### src/rtl/soc_addr_decode_errslv.sv
// rtl/soc_addr_decode_errslv.sv - AXI request address decoder with DECERR default slave
//
// Decodes AR/AW requests against the SoC address map (10 regions) and forwards hits
// with a slave index (DRAM=0 .. Debug=9). Misses go to an internal default slave.
// For a missed write it drains W beats and then returns B DECERR. For a missed read
// it returns len+1 R beats with DECERR. It also keeps a saturating count of misses.
//
// Ports:
//   clk_i, rst_ni                 clock, asynchronous active-low reset
//   req_valid_i/req_ready_o       request handshake
//   req_addr_i/id/len/write       request fields
//   fwd_valid_o/fwd_ready_i       forwarded hit handshake
//   fwd_addr/id/len/write/idx_o   registered hit fields and target slave index
//   w_valid_i/w_last_i/w_ready_o  W drain for errored writes
//   b_valid_o/b_ready_i/b_id_o/b_resp_o              error write response
//   r_valid_o/r_ready_i/r_id_o/r_data_o/r_resp_o/r_last_o  error read response
//   decerr_cnt_o                  saturating miss counter
module soc_addr_decode_errslv #(
  parameter int unsigned AddrWidth = 64,
  parameter int unsigned IdWidth   = 6,
  parameter int unsigned DataWidth = 64,
  parameter int unsigned NumRules  = 10
) (
  input  logic                 clk_i,
  input  logic                 rst_ni,
  input  logic                 req_valid_i,
  output logic                 req_ready_o,
  input  logic [AddrWidth-1:0] req_addr_i,
  input  logic [IdWidth-1:0]   req_id_i,
  input  logic [7:0]           req_len_i,
  input  logic                 req_write_i,
  output logic                 fwd_valid_o,
  input  logic                 fwd_ready_i,
  output logic [AddrWidth-1:0] fwd_addr_o,
  output logic [IdWidth-1:0]   fwd_id_o,
  output logic [7:0]           fwd_len_o,
  output logic                 fwd_write_o,
  output logic [3:0]           fwd_idx_o,
  input  logic                 w_valid_i,
  input  logic                 w_last_i,
  output logic                 w_ready_o,
  output logic                 b_valid_o,
  input  logic                 b_ready_i,
  output logic [IdWidth-1:0]   b_id_o,
  output logic [1:0]           b_resp_o,
  output logic                 r_valid_o,
  input  logic                 r_ready_i,
  output logic [IdWidth-1:0]   r_id_o,
  output logic [DataWidth-1:0] r_data_o,
  output logic [1:0]           r_resp_o,
  output logic                 r_last_o,
  output logic [31:0]          decerr_cnt_o
);

  // Index i of each array is the slave index; the leftmost entry is index 9 (Debug).
  localparam logic [NumRules-1:0][AddrWidth-1:0] RuleBase = {
    64'h0000_0000_0000_0000,  // 9 Debug
    64'h0000_0000_0001_0000,  // 8 ROM
    64'h0000_0000_0200_0000,  // 7 CLINT
    64'h0000_0000_0C00_0000,  // 6 PLIC
    64'h0000_0000_1000_0000,  // 5 UART
    64'h0000_0000_1800_0000,  // 4 Timer
    64'h0000_0000_2000_0000,  // 3 SPI
    64'h0000_0000_3000_0000,  // 2 Ethernet
    64'h0000_0000_4000_0000,  // 1 GPIO
    64'h0000_0000_8000_0000   // 0 DRAM
  };
  localparam logic [NumRules-1:0][AddrWidth-1:0] RuleLen = {
    64'h0000_0000_0000_1000,
    64'h0000_0000_0001_0000,
    64'h0000_0000_000C_0000,
    64'h0000_0000_03FF_FFFF,
    64'h0000_0000_0000_1000,
    64'h0000_0000_0000_1000,
    64'h0000_0000_0080_0000,
    64'h0000_0000_0001_0000,
    64'h0000_0000_0000_1000,
    64'h0000_0000_4000_0000
  };

  typedef enum logic [1:0] {
    IDLE  = 2'd0,
    ERR_W = 2'd1,
    ERR_B = 2'd2,
    ERR_R = 2'd3
  } state_t;

  state_t             state;
  logic               dec_hit;
  logic [3:0]         dec_idx;
  logic               accept;
  logic [8:0]         beat_cnt;
  logic [IdWidth-1:0] err_id;

  // Regions are disjoint, so at most one rule matches.
  always_comb begin
    dec_hit = 1'b0;
    dec_idx = 4'd0;
    for (int i = 0; i < NumRules; i++) begin
      if ((req_addr_i >= RuleBase[i]) && (req_addr_i < RuleBase[i] + RuleLen[i])) begin
        dec_hit = 1'b1;
        dec_idx = 4'(i);
      end
    end
  end

  // A new request is taken only when the fwd register is empty or draining this cycle.
  assign req_ready_o = (state == IDLE) && (!fwd_valid_o || fwd_ready_i);
  assign accept      = req_valid_i && req_ready_o;

  always_ff @(posedge clk_i or negedge rst_ni) begin
    if (!rst_ni) begin
      fwd_valid_o <= 1'b0;
      fwd_addr_o  <= '0;
      fwd_id_o    <= '0;
      fwd_len_o   <= '0;
      fwd_write_o <= 1'b0;
      fwd_idx_o   <= '0;
    end else if (accept && dec_hit) begin
      fwd_valid_o <= 1'b1;
      fwd_addr_o  <= req_addr_i;
      fwd_id_o    <= req_id_i;
      fwd_len_o   <= req_len_i;
      fwd_write_o <= req_write_i;
      fwd_idx_o   <= dec_idx;
    end else if (fwd_ready_i) begin
      fwd_valid_o <= 1'b0;
    end
  end

  always_ff @(posedge clk_i or negedge rst_ni) begin
    if (!rst_ni) begin
      state        <= IDLE;
      w_ready_o    <= 1'b0;
      b_valid_o    <= 1'b0;
      r_valid_o    <= 1'b0;
      r_last_o     <= 1'b0;
      beat_cnt     <= '0;
      err_id       <= '0;
      decerr_cnt_o <= '0;
    end else begin
      case (state)
        IDLE: begin
          if (accept && !dec_hit) begin
            if (decerr_cnt_o != 32'hFFFF_FFFF) begin
              decerr_cnt_o <= decerr_cnt_o + 32'd1;
            end
            err_id   <= req_id_i;
            beat_cnt <= {1'b0, req_len_i};
            if (req_write_i) begin
              state     <= ERR_W;
              w_ready_o <= 1'b1;
            end else begin
              state     <= ERR_R;
              r_valid_o <= 1'b1;
              r_last_o  <= (req_len_i == 8'd0);
            end
          end
        end
        ERR_W: begin
          // The latched len is not checked; wlast alone ends the burst.
          if (w_valid_i && w_last_i) begin
            state     <= ERR_B;
            w_ready_o <= 1'b0;
            b_valid_o <= 1'b1;
          end
        end
        ERR_B: begin
          if (b_ready_i) begin
            state     <= IDLE;
            b_valid_o <= 1'b0;
          end
        end
        ERR_R: begin
          if (r_ready_i) begin
            if (r_last_o) begin
              state     <= IDLE;
              r_valid_o <= 1'b0;
              r_last_o  <= 1'b0;
            end else begin
              beat_cnt <= beat_cnt - 9'd1;
              r_last_o <= (beat_cnt == 9'd1);
            end
          end
        end
        default: begin
          state <= IDLE;
        end
      endcase
    end
  end

  assign b_id_o   = err_id;
  assign b_resp_o = 2'b11;
  assign r_id_o   = err_id;
  assign r_data_o = '0;
  assign r_resp_o = 2'b11;

endmodule

### config.mk
export PLATFORM = sky130hd
export DESIGN_NAME = soc_addr_decode_errslv
export DESIGN_NICKNAME = d
export VERILOG_FILES = /design/src/rtl/soc_addr_decode_errslv.sv
export SDC_FILE = /design/constraint.sdc
export NUM_CORES = 1
export LEC_CHECK = 0
export CAP_MARGIN = 20
export CORE_MARGIN = 8
export CORE_UTILIZATION = 43
export CTS_CLUSTER_SIZE = 28
export DETAILED_ROUTE_END_ITERATION = 16
export GPL_ROUTABILITY_DRIVEN = 0
export PLACE_DENSITY = 0.88
export SKIP_CTS_REPAIR_TIMING = 1
export SYNTH_ARGS = -nofsm -noshare
export SYNTH_HDL_FRONTEND = slang
export SYNTH_SLANG_ARGS = --single-unit
### constraint.sdc
create_clock -name clk_i -period 2.8 [get_ports clk_i]
set_clock_uncertainty 0.15 [all_clocks]
set_input_delay 0.28 -clock clk_i [delete_from_list [all_inputs] [get_ports clk_i]]
set_output_delay 0.28 -clock clk_i [all_outputs]
set_load 0.02 [all_outputs]
==> results.cfg <==
[synth]
muxShareOfSynthArea_pct = 8.23
yosys_warnings = 0
synthesis.area_sq_um = 6550
synth_compound_area_share_pct = 4.87
ys_seq_area_share_pct = 52.3
ys_seq_elements = 137
syn_inst = 597
synth_largest_area_cell = dfrtp_1
synth_top_area_share_pct = 52.3
avgSynthCellArea_sq_um = 11.0
synth_xor_area_share_pct = 4.28
async_reset_ff_share_pct = 100
ys_types = 51
synthTopCellsByArea = dfrtp_1 (52%), buf_4 (8.5%), mux2_2 (8.1%)
synth-simple-area-share_pct = 19.1
synth_fa_ha_area_share_pct = 0.573
synth-edff-count = 0
synth_top_family_by_area = simple AND/OR/NAND/NOR gates
synth_ff_type = dfrtp_1

[power_and_ir_drop]
power_frac_clock_pct = 36.3
peakVddDrop_v = 0.000531
swShare_pct = 31.8
intPower_uw = 4360
power_density_nw_per_um2 = 658
p_switching_uw = 2030
power_frac_comb_pct = 26.8
seqPwrFrac_pct = 36.9
p_leak_uw = 0.00449

[grt]
grt_overflow = 0
grt_pass1_vias = 5763
grt_max_degree = 64
grt_pass1_wl_microns = 31700
antenna_found_initial = 0
grt_use_total_pct = 20.3

[sta]
hold_violations = 0
period_share_pct = 95.6
worstMarginPinSlew_ps = 575
setup_tns_ps = 0
period_minus_slack_ps = 2680
rsz0062_at_grt = yes
slew_headroom_pct = 61.7
hold_slack_ps = 250
setup_viol = 0
max_freq_mhz = 374
slew_viol_final = 0

[setup_path]
worstReg2RegEnd = decerr_cnt_o[1]
cp-startpoint = req_addr_i[4]
worstPathArrival_ps = 2820
crit_path_max_fanout = 4
critical_path_class = input pin to flop
reg2reg_from = decerr_cnt_o[14]
rrSetupSlack_ps = 140
required_ps = 2940
end_kind = flop
ff2ff_path_depth = 7
critPathLaunchType = input pin

[final_layout]
drive_above_1_share_pct = 17.9
stdcell_area_sq_um = 9710
regArea_sq_um = 3430
fill_cells = 1172
antenna_cells = 0
area_growth_pct = 48.2
fin_util_pct = 64.6
final_cells = 1066
multi_input_area_sq_um = 2710
fin_nets = 955

[die]
core_sq_um = 15000
num_rows = 45
die_h_microns = 139
start_util_pct = 43.6
ioPinCount = 288
dieArea_sq_um = 19400
die_x_microns = 139

[cts]
cts_inserted_buffers = 17
cts_tree = built
insertion_delay_ps = 420
root_buffer = clkbuf_16
clk_path_buf_depth = 2
clk_pin_slew_ps = 70
clock_sinks = 137
h-tree-depth = 4

[drt]
dr.pass1.iters = 5
viasPerCell = 5.06
drt-total-wl_microns = 19600
wire_per_inst_microns = 18.4
first_iter_violations = 311
num_vias = 5390
drc_errors = 0
antenna_left = 0

[place]
portBuffers = 219
placed_area_sq_um = 9080
dpl.cell_count = 1033
dpl.hpwl_microns = 14800

[outcome]
status = finished, final reports clean

[run]
cap_viol_max_count = 0

[worst_hold_path]
hp-class = input pin to async pin
==> cells in the final DEF, fill, tap and decap left out, types with 5 or more instances in the layout <==
cell | Yosys | layout
clkdlybuf4s50_1 | 0 | 218
dfrtp_1 | 137 | 137
conb_1 | 2 | 68
buf_4 | 74 | 57
mux2_2 | 47 | 47
nand2_1 | 43 | 42
and2_1 | 37 | 36
nor4_1 | 27 | 26
nand3_1 | 27 | 26
nor2_1 | 22 | 22
xor2_1 | 21 | 21
nor3_1 | 18 | 18
clkbuf_16 | 0 | 17
nand4_1 | 15 | 15
a21oi_1 | 14 | 14
xnor2_1 | 11 | 11
o21ai_0 | 10 | 10
and3_1 | 8 | 8
a31oi_1 | 6 | 6
inv_1 | 5 | 5
clkinvlp_4 | 0 | 5
inv_6 | 0 | 5
==> through the flow <==
stage / worst slack, ps / total power (uW)
4_1_cts: -5.21 / 6440
3_3_place_gp: -342 / 4040
2_1_floorplan: 142 / 3350
5_1_grt: -65.1 / 6710
3_5_place_dp: -434 / 4090
6_report: 123 / 6390
==> synth_stat cells (all sizes together) (11+ instances only) <==
cell type	instances
xor2	21
and2	41
mux2	47
nand2	43
nor2	22
buf	84
nand4	16
nand3	27
a21oi	14
nor3	18
dfrtp	137
nor4	28
xnor2	11
clkbuf	14
==> power groups by stage <==
| stage | Combinational, uW | Sequential, uW | Clock, uW |
|---|---|---|---|
| after detailed placement | 1700 | 2390 | 0 |
| after global placement | 1660 | 2380 | 0 |
| after global routing | 1860 | 2390 | 2460 |
| final | 1710 | 2360 | 2320 |
| after floorplan | 824 | 2520 | 0 |
| after CTS | 1720 | 2360 | 2360 |
==> worst max path at each step <==
stage | endpoint | cells after the start | slack (ps)
global route | decerr_cnt_o[25] | 9 | -70
finish | decerr_cnt_o[25] | 9 | 120
global placement | decerr_cnt_o[25] | 9 | -340
detailed placement | decerr_cnt_o[25] | 9 | -430
CTS | decerr_cnt_o[25] | 9 | -5
floorplan | decerr_cnt_o[7] | 8 | 140
==> per-layer routing <==
metal  routed length [microns]  up-vias  track usage (%)
met1                      7740     2619             23.5
met3                      1610       41             6.74
met5                         0        -                0
li1                          -     2489                -
met4                       389        0             6.76
met2                      9890      241             34.8
==> registers in the layout (all words and copies together), names as in the netlist <==
register,cells
r_last_o,1
state,2
b_id_o,6
r_valid_o,1
beat_cnt,9
fwd_len_o,8
fwd_idx_o,4
b_valid_o,1
fwd_valid_o,1
w_ready_o,1
fwd_addr_o,64
fwd_id_o,6
decerr_cnt_o,32
fwd_write_o,1
==> layout make-up <==
cell class	instances	share of cell area, %
clock inverter	15	1.94
timing repair buffer	281	27.9
inverter	5	0.193
sequential	137	35.3
clock buffer	17	4.38
multi-input combinational	423	27.9
tap	188	2.42
==> cells by family (layout without fill, tap and decap cells) <==
| family | count (synthesis) | after routing |
|---|---|---|
| buffers and inverters | 103 | 318 |
| AO/OA/AOI/OAI | 49 | 49 |
| flip-flops | 137 | 137 |
| AND/OR/NAND/NOR | 223 | 223 |
| adder cells (fa/ha/maj) | 3 | 3 |
| multiplexers | 48 | 48 |
| other | 2 | 68 |
| XOR/XNOR | 32 | 32 |
==> critical path, cell delays in order <==
cell and delay (ps):
clkdlybuf4s50_1 490, nand4_1 140, nor4_2 300, buf_4 160, a21oi_1 100, o41ai_2 360
nand2_2 150, or4b_2 690, xnor2_1 150
(Power assumes the default switching activity.)
